===== src/rtl/qpsk_pkg.sv =====
// QPSK mapper shared types and tables: FSM state, differential phase
// increment per dibit, and quadrant-to-sign lookup.
package qpsk_pkg;

  typedef enum logic {
    IDLE = 1'b0,
    RUN  = 1'b1
  } state_t;

  // Gray-coded dibit -> quadrant increment (mod 4) for differential mode
  function automatic logic [1:0] gray_inc(input logic [1:0] d);
    logic [1:0] r;
    case (d)
      2'b00:   r = 2'd0;
      2'b01:   r = 2'd1;
      2'b11:   r = 2'd2;
      default: r = 2'd3;
    endcase
    return r;
  endfunction

  // Quadrant -> {i_neg, q_neg}; 0=(+,+) 1=(-,+) 2=(-,-) 3=(+,-)
  function automatic logic [1:0] quad_sign(input logic [1:0] qd);
    logic [1:0] r;
    case (qd)
      2'd0:    r = 2'b00;
      2'd1:    r = 2'b10;
      2'd2:    r = 2'b11;
      default: r = 2'b01;
    endcase
    return r;
  endfunction

endpackage


===== src/rtl/qpsk_symbol_mapper_if.sv =====
// Dibit valid/ready handshake between the serial-to-dibit splitter
// (master) and the QPSK symbol mapper (slave).
interface qpsk_symbol_mapper_if;
  logic [1:0] dibit_in;
  logic       dibit_valid;
  logic       dibit_ready;

  modport master (output dibit_in, output dibit_valid, input dibit_ready);
  modport slave  (input dibit_in, input dibit_valid, output dibit_ready);
endinterface


===== src/rtl/qpsk_gray_map.sv =====
// Combinational sign selection for one QPSK symbol.
// QPSK_DIFF_ENC_EN defined: code is the quadrant (DQPSK).
// QPSK_DIFF_ENC_EN undefined: code is the dibit, absolute Gray map.
module qpsk_gray_map
  import qpsk_pkg::*;
(
  input  logic [1:0] code,
  output logic       i_neg,
  output logic       q_neg
);

`ifdef QPSK_DIFF_ENC_EN
  // quadrant lookup
  always_comb begin
    {i_neg, q_neg} = quad_sign(code);
  end
`else
  // bit 0 -> +AMP, bit 1 -> -AMP, independently per rail
  always_comb begin
    i_neg = code[1];
    q_neg = code[0];
  end
`endif

endmodule


===== src/rtl/qpsk_symbol_mapper.sv =====
// QPSK symbol mapper: accepts dibits over valid/ready, maps to signed I/Q
// amplitudes and holds each symbol for SPS clocks.
// Optional macro QPSK_DIFF_ENC_EN selects differential (DQPSK) encoding.
module qpsk_symbol_mapper
  import qpsk_pkg::*;
#(
  parameter int SPS   = 4,
  parameter int AMP_W = 16,
  parameter int AMP   = 23170
) (
  input  logic                    clk,
  input  logic                    rst_n,
  qpsk_symbol_mapper_if.slave     dib,
  output logic signed [AMP_W-1:0] i_out,
  output logic signed [AMP_W-1:0] q_out,
  output logic                    sym_valid,
  output logic                    sym_strobe,
  output logic                    underrun
);

  localparam int                      CW      = (SPS > 1) ? $clog2(SPS) : 1;
  localparam logic [CW-1:0]           CNT_MAX = CW'(SPS - 1);
  localparam logic signed [AMP_W-1:0] AMP_P   = AMP_W'(AMP);
  localparam logic signed [AMP_W-1:0] AMP_N   = -AMP_P;

  state_t                  state_q, state_d;
  logic [CW-1:0]           cnt_q, cnt_d;
  logic                    pend_valid;
  logic [1:0]              pend_dibit;
  logic signed [AMP_W-1:0] i_d, q_d;
  logic                    strobe_d, underrun_d;
  logic                    load, accept;
  logic [1:0]              map_code;
  logic                    i_neg, q_neg;

  assign load = pend_valid && ((state_q == IDLE) || ((state_q == RUN) && (cnt_q == '0)));
  assign dib.dibit_ready = !pend_valid || load;
  assign accept = dib.dibit_valid && dib.dibit_ready;
  assign sym_valid = (state_q == RUN);

`ifdef QPSK_DIFF_ENC_EN
  logic [1:0] phase_q, phase_d;

  // Signs come from the quadrant being entered, so the map sees the next phase
  assign phase_d  = phase_q + gray_inc(pend_dibit);
  assign map_code = phase_d;

  // quadrant advances only when a symbol is loaded; survives idle periods
  always_ff @(posedge clk or negedge rst_n) begin
    if (!rst_n)    phase_q <= '0;
    else if (load) phase_q <= phase_d;
  end
`else
  assign map_code = pend_dibit;
`endif

  qpsk_gray_map u_map (
    .code  (map_code),
    .i_neg (i_neg),
    .q_neg (q_neg)
  );

  // one-entry pending register; a load frees it, an accept refills it
  always_ff @(posedge clk or negedge rst_n) begin
    if (!rst_n) begin
      pend_valid <= 1'b0;
      pend_dibit <= '0;
    end else if (accept) begin
      pend_valid <= 1'b1;
      pend_dibit <= dib.dibit_in;
    end else if (load) begin
      pend_valid <= 1'b0;
    end
  end

  // next state, hold counter and symbol outputs
  always_comb begin
    state_d    = state_q;
    cnt_d      = cnt_q;
    i_d        = i_out;
    q_d        = q_out;
    strobe_d   = 1'b0;
    underrun_d = 1'b0;
    case (state_q)
      IDLE: begin
        if (load) begin
          state_d  = RUN;
          cnt_d    = CNT_MAX;
          i_d      = i_neg ? AMP_N : AMP_P;
          q_d      = q_neg ? AMP_N : AMP_P;
          strobe_d = 1'b1;
        end
      end
      RUN: begin
        if (cnt_q != '0) begin
          cnt_d = cnt_q - 1'b1;
        end else if (load) begin
          cnt_d    = CNT_MAX;
          i_d      = i_neg ? AMP_N : AMP_P;
          q_d      = q_neg ? AMP_N : AMP_P;
          strobe_d = 1'b1;
        end else begin
          state_d    = IDLE;
          i_d        = '0;
          q_d        = '0;
          underrun_d = 1'b1;
        end
      end
      default: state_d = IDLE;
    endcase
  end

  // state and registered outputs
  always_ff @(posedge clk or negedge rst_n) begin
    if (!rst_n) begin
      state_q    <= IDLE;
      cnt_q      <= '0;
      i_out      <= '0;
      q_out      <= '0;
      sym_strobe <= 1'b0;
      underrun   <= 1'b0;
    end else begin
      state_q    <= state_d;
      cnt_q      <= cnt_d;
      i_out      <= i_d;
      q_out      <= q_d;
      sym_strobe <= strobe_d;
      underrun   <= underrun_d;
    end
  end

endmodule

===== src/flat_wrapper.sv =====
// flat-port wrapper written by rule: the top's interface ports become plain ports
module qpsk_symbol_mapper_flat import qpsk_pkg::*;
#(
  parameter int SPS   = 4,
  parameter int AMP_W = 16,
  parameter int AMP   = 23170
)
  (clk, rst_n, i_out, q_out, sym_valid, sym_strobe, underrun, dib_dibit_in, dib_dibit_valid, dib_dibit_ready);
  qpsk_symbol_mapper_if dib_i ();
  input  logic clk;
  input  logic rst_n;
  output logic signed [AMP_W-1:0] i_out;
  output logic signed [AMP_W-1:0] q_out;
  output logic sym_valid;
  output logic sym_strobe;
  output logic underrun;
  input wire logic [$bits(dib_i.dibit_in)-1:0] dib_dibit_in;
  input wire logic [$bits(dib_i.dibit_valid)-1:0] dib_dibit_valid;
  output wire logic [$bits(dib_i.dibit_ready)-1:0] dib_dibit_ready;
  assign dib_i.dibit_in = dib_dibit_in;
  assign dib_i.dibit_valid = dib_dibit_valid;
  assign dib_dibit_ready = dib_i.dibit_ready;
  qpsk_symbol_mapper #(.SPS(SPS), .AMP_W(AMP_W), .AMP(AMP)) u_core (.clk(clk), .rst_n(rst_n), .dib(dib_i), .i_out(i_out), .q_out(q_out), .sym_valid(sym_valid), .sym_strobe(sym_strobe), .underrun(underrun));
endmodule

===== config.mk =====
export PLATFORM = sky130hd
export DESIGN_NAME = qpsk_symbol_mapper_flat
export DESIGN_NICKNAME = d
export VERILOG_FILES = /design/src/rtl/qpsk_pkg.sv /design/src/rtl/qpsk_symbol_mapper_if.sv /design/src/rtl/qpsk_gray_map.sv /design/src/rtl/qpsk_symbol_mapper.sv /design/src/flat_wrapper.sv
export SDC_FILE = /design/constraint.sdc
export NUM_CORES = 1
export LEC_CHECK = 0
export ABC_AREA = 1
export BUFFER_PORTS_ARGS = -buffer_cell sky130_fd_sc_hd__buf_2
export CORE_AREA = 3 3 46 48
export CTS_CLUSTER_DIAMETER = 100
export DETAILED_ROUTE_END_ITERATION = 8
export DIE_AREA = 0 0 49 51
export PLACE_DENSITY_LB_ADDON = 0.3
export SETUP_SLACK_MARGIN = 0.3
export SYNTH_ARGS = -nofsm -noshare
export SYNTH_HDL_FRONTEND = slang
export SYNTH_SLANG_ARGS = --single-unit

===== constraint.sdc =====
create_clock -name clk -period 2.2 [get_ports clk]
set_clock_uncertainty 0.1 [all_clocks]
set_input_delay 0.11 -clock clk [delete_from_list [all_inputs] [get_ports clk]]
set_output_delay 0.11 -clock clk [all_outputs]
set_load 0.01 [all_outputs]

==> impl_results.md <==
* Final setup fails at 0
* RSZ-0062 raised after global routing: false
* MaxCap Viol Count at 0
* CTS root buf: clkbuf_4
* Iteration-0 DRC Markers at 9
* Nets at 107
* Worst path slowest cell: dlygate4sd3_1
* Initial antenna violation count at 0
* Drt wl/cell at 9.373 um
* DR vias at 503
* CP Launch Type: register
* Synthesis-stage register bit count at 13
* Vias per cell at 3.992
* Crit-path leading delay family: buffers and inverters
* Synth Area per Inst at 8.743 um^2
* Register area share after synthesis at 46.51%
* Worst-case vdd ir drop at 0.0006846 V
* Sink Count at 13
* TritonCTS buffer count at 3
* Placed cell count at 117
* Buf/Inv on CP at 1
* Initial Util at 40.07%
* Synthesized area at 699.4 um^2
* Yosys warnings at 0
* Routed Antenna Nets at 0
* CP Max Fanout at 6
* Post-Synthesis Cells at 80
* Final TNS setup at 0 ps
* N_diodes at 0
* Worst setup EP type: register
* Clock Pin Slew Worst Setup and Hold Paths at 70 ps
* IO buf count at 38
* Die height at 51 um
* Post-synth top area share at 46.51%
* Critical path type: reg -> reg
* Pwr/cell area at 1536 mW/mm^2
* Rows at 15
* Required @ worst endpoint at 2260 ps
* Status: finished, final reports clean
* Routability congestion estimate at 0.6801
* Final count of hold timing violations at 0
* Post-synth top area cell: dfrtp_1
* Fillcell total at 179
* Finished Layout Cells at 126
* Post-CTS Setup Repair Bufs at 0
* Worst-Skew Late Latency at 270 ps
* Drt total wl at 1.181 mm
* Chip Width at 49 um
* Ratio of cells with drive above 1 in the final layout at 42.57%
* Drt first pass iters at 4
* Total gr overflow at 0
* Total GRT Usage at 10.12%
* Tmin final at 1601 ps
* Slew Viols, Final at 0
* Final period util at 72.76%
* Storage cell area at 325.3 um^2
* CP dominant cell by count: nand2_1
* CTS max path bufs at 2
* Hold Path Class: in -> async
* Synth top area cells: dfrtp_1 (47%), buf_4 (29%), nand2_1 (9.1%), nand3_1 (5.0%), inv_1 (2.7%)
* First-pass GRT wire length at 1.966 mm
* HPWL Detailed at 903.4 um
* CP arrival at 1660 ps
* CTS tree: done
* Core area at 0.001745 mm^2
* Die Footprint at 0.002499 mm^2
* Largest net degree at the start of global routing at 14
* Lkg Pwr at 0.4851 nW
* Post-synth cell types at 11
* H-tree levels at 1
* Multi-input logic area at 156.4 um^2
* Max stage delay on crit path at 540 ps
* # DRC at 0
* F_max at 0.6247 GHz
* Area Overhead vs Synth at 14.13%
* # IOs at 41
* Vias in the first global route at 450
* Worst path cell trace: nand2_1 > nand2_1 > nand2_2 > nand3_1 > dlygate4sd3_1 > nand2_1
cell usage after synthesis:
cell type and count:
a21oi_1 1, nand2_1 17, nand3_1 7, conb_1 1, nand2_2 2, inv_1 5, dfrtp_1 13, o21ai_0 3
buf_4 27, a31oi_1 1, nor2_1 3
through the flow:
stage / cell area, um^2 / util [%] / setup WS [ps] / total power (W) / hold WS, ps
final: 798.3 / 45.73 / 599.2 / 0.001226 / 147.6
after global routing: 798.3 / 45.73 / 500.9 / 0.001358 / 183.0
after CTS: 798.3 / 45.73 / 607.5 / 0.001250 / 148.3
after detailed placement: 721.9 / 41.36 / 1067 / 0.001095 / -87.66
after global placement: 721.9 / 41.36 / 1100 / 0.001085 / -91.24
after floorplan: 703.2 / - / 1084 / 0.001041 / -285.6
power breakdown:
part | leakage [nW] | switching, W | internal (W)
Sequential | 0.158 | 0.000103 | 0.000348
Clock | 0.0150 | 0.0000695 | 0.0000702
Combinational | 0.312 | 0.000378 | 0.000258
cell usage in the layout (no fill, tap or decap), drive strengths merged:
| cell type | Yosys | final |
|---|---|---|
| dlygate4sd3 | 0 | 5 |
| nand2 | 19 | 19 |
| inv | 5 | 5 |
| nor2 | 3 | 3 |
| clkbuf | 0 | 4 |
| buf | 27 | 38 |
| a21oi | 1 | 1 |
| o21ai | 3 | 3 |
| nand3 | 7 | 7 |
| a31oi | 1 | 1 |
| dfrtp | 13 | 13 |
| conb | 1 | 2 |
flip-flops by register name, indices dropped and copies added, names as in the netlist:
signal and flops:
u_core.sym_strobe 1, u_core.sym_valid 1, u_core.map_code 2, u_core.q_out 2, u_core.underrun 1, u_core.cnt_q 2
u_core.i_out 3, u_core.pend_valid 1
what timing repair did:
item / 4_1_cts / 5_1_grt
resized for setup: 0 / 0
endpoints found under the setup margin: 0 / 0
hold buffers: 5 / 0
endpoints found under the hold margin: 16 / 0
layer usage:
layer / global-route usage (%) / vias to the layer above / wire length [um] / part of all wire [%]
met4: 1.422 / 0 / 0 / 0
met3: 4.373 / 0 / 100 / 8.5
met1: 11.75 / 216 / 487 / 41
met5: 0 / - / 0 / 0
li1: - / 263 / - / -
met2: 17.65 / 24 / 594 / 50
logic make-up (layout without fill, tap and decap cells):
| family | after synthesis | after routing | synth area share [%] |
|---|---|---|---|
| buffers and inverters | 32 | 52 | 31.66 |
| AND/OR/NAND/NOR | 29 | 29 | 17.53 |
| other | 1 | 2 | 0.5362 |
| flip-flops | 13 | 13 | 46.51 |
| AO/OA/AOI/OAI | 5 | 5 | 3.756 |
layout make-up:
| class | count | area share (%) |
|---|---|---|
| well taps | 25 | 3.918 |
| clock buffers | 4 | 3.292 |
| multi-input cells | 36 | 19.59 |
| flip-flops and latches | 13 | 40.75 |
| repair buffers | 43 | 30.09 |
| inverters | 5 | 2.351 |
worst register-to-register path, cell delays in order (launching register included):
cell	delay (ps)
dfrtp_1	420
nand2_1	120
nand2_1	110
nand2_2	90
nand3_1	70
dlygate4sd3_1	540
nand2_1	50
worst paths after layout:
kind,from,endpoint,slack [ps],cells past startpoint
setup reg to reg,u_core.sym_valid$_DFF_PN0_,u_core.map_code[1]$_DFFE_PN0P_,600,6
min in group clk,u_core.map_code[0]$_DFFE_PN0P_,u_core.q_out[14]$_DFFE_PN0P_,390,1
max in group asynchronous,rst_n,u_core.i_out[13]$_DFFE_PN0P_,1630,2
hold reg to reg,u_core.map_code[0]$_DFFE_PN0P_,u_core.q_out[14]$_DFFE_PN0P_,390,1
hold / removal,rst_n,u_core.q_out[14]$_DFFE_PN0P_,150,2
setup / recovery,u_core.sym_valid$_DFF_PN0_,u_core.map_code[1]$_DFFE_PN0P_,600,6
Power figures use the tool's default switching activity.
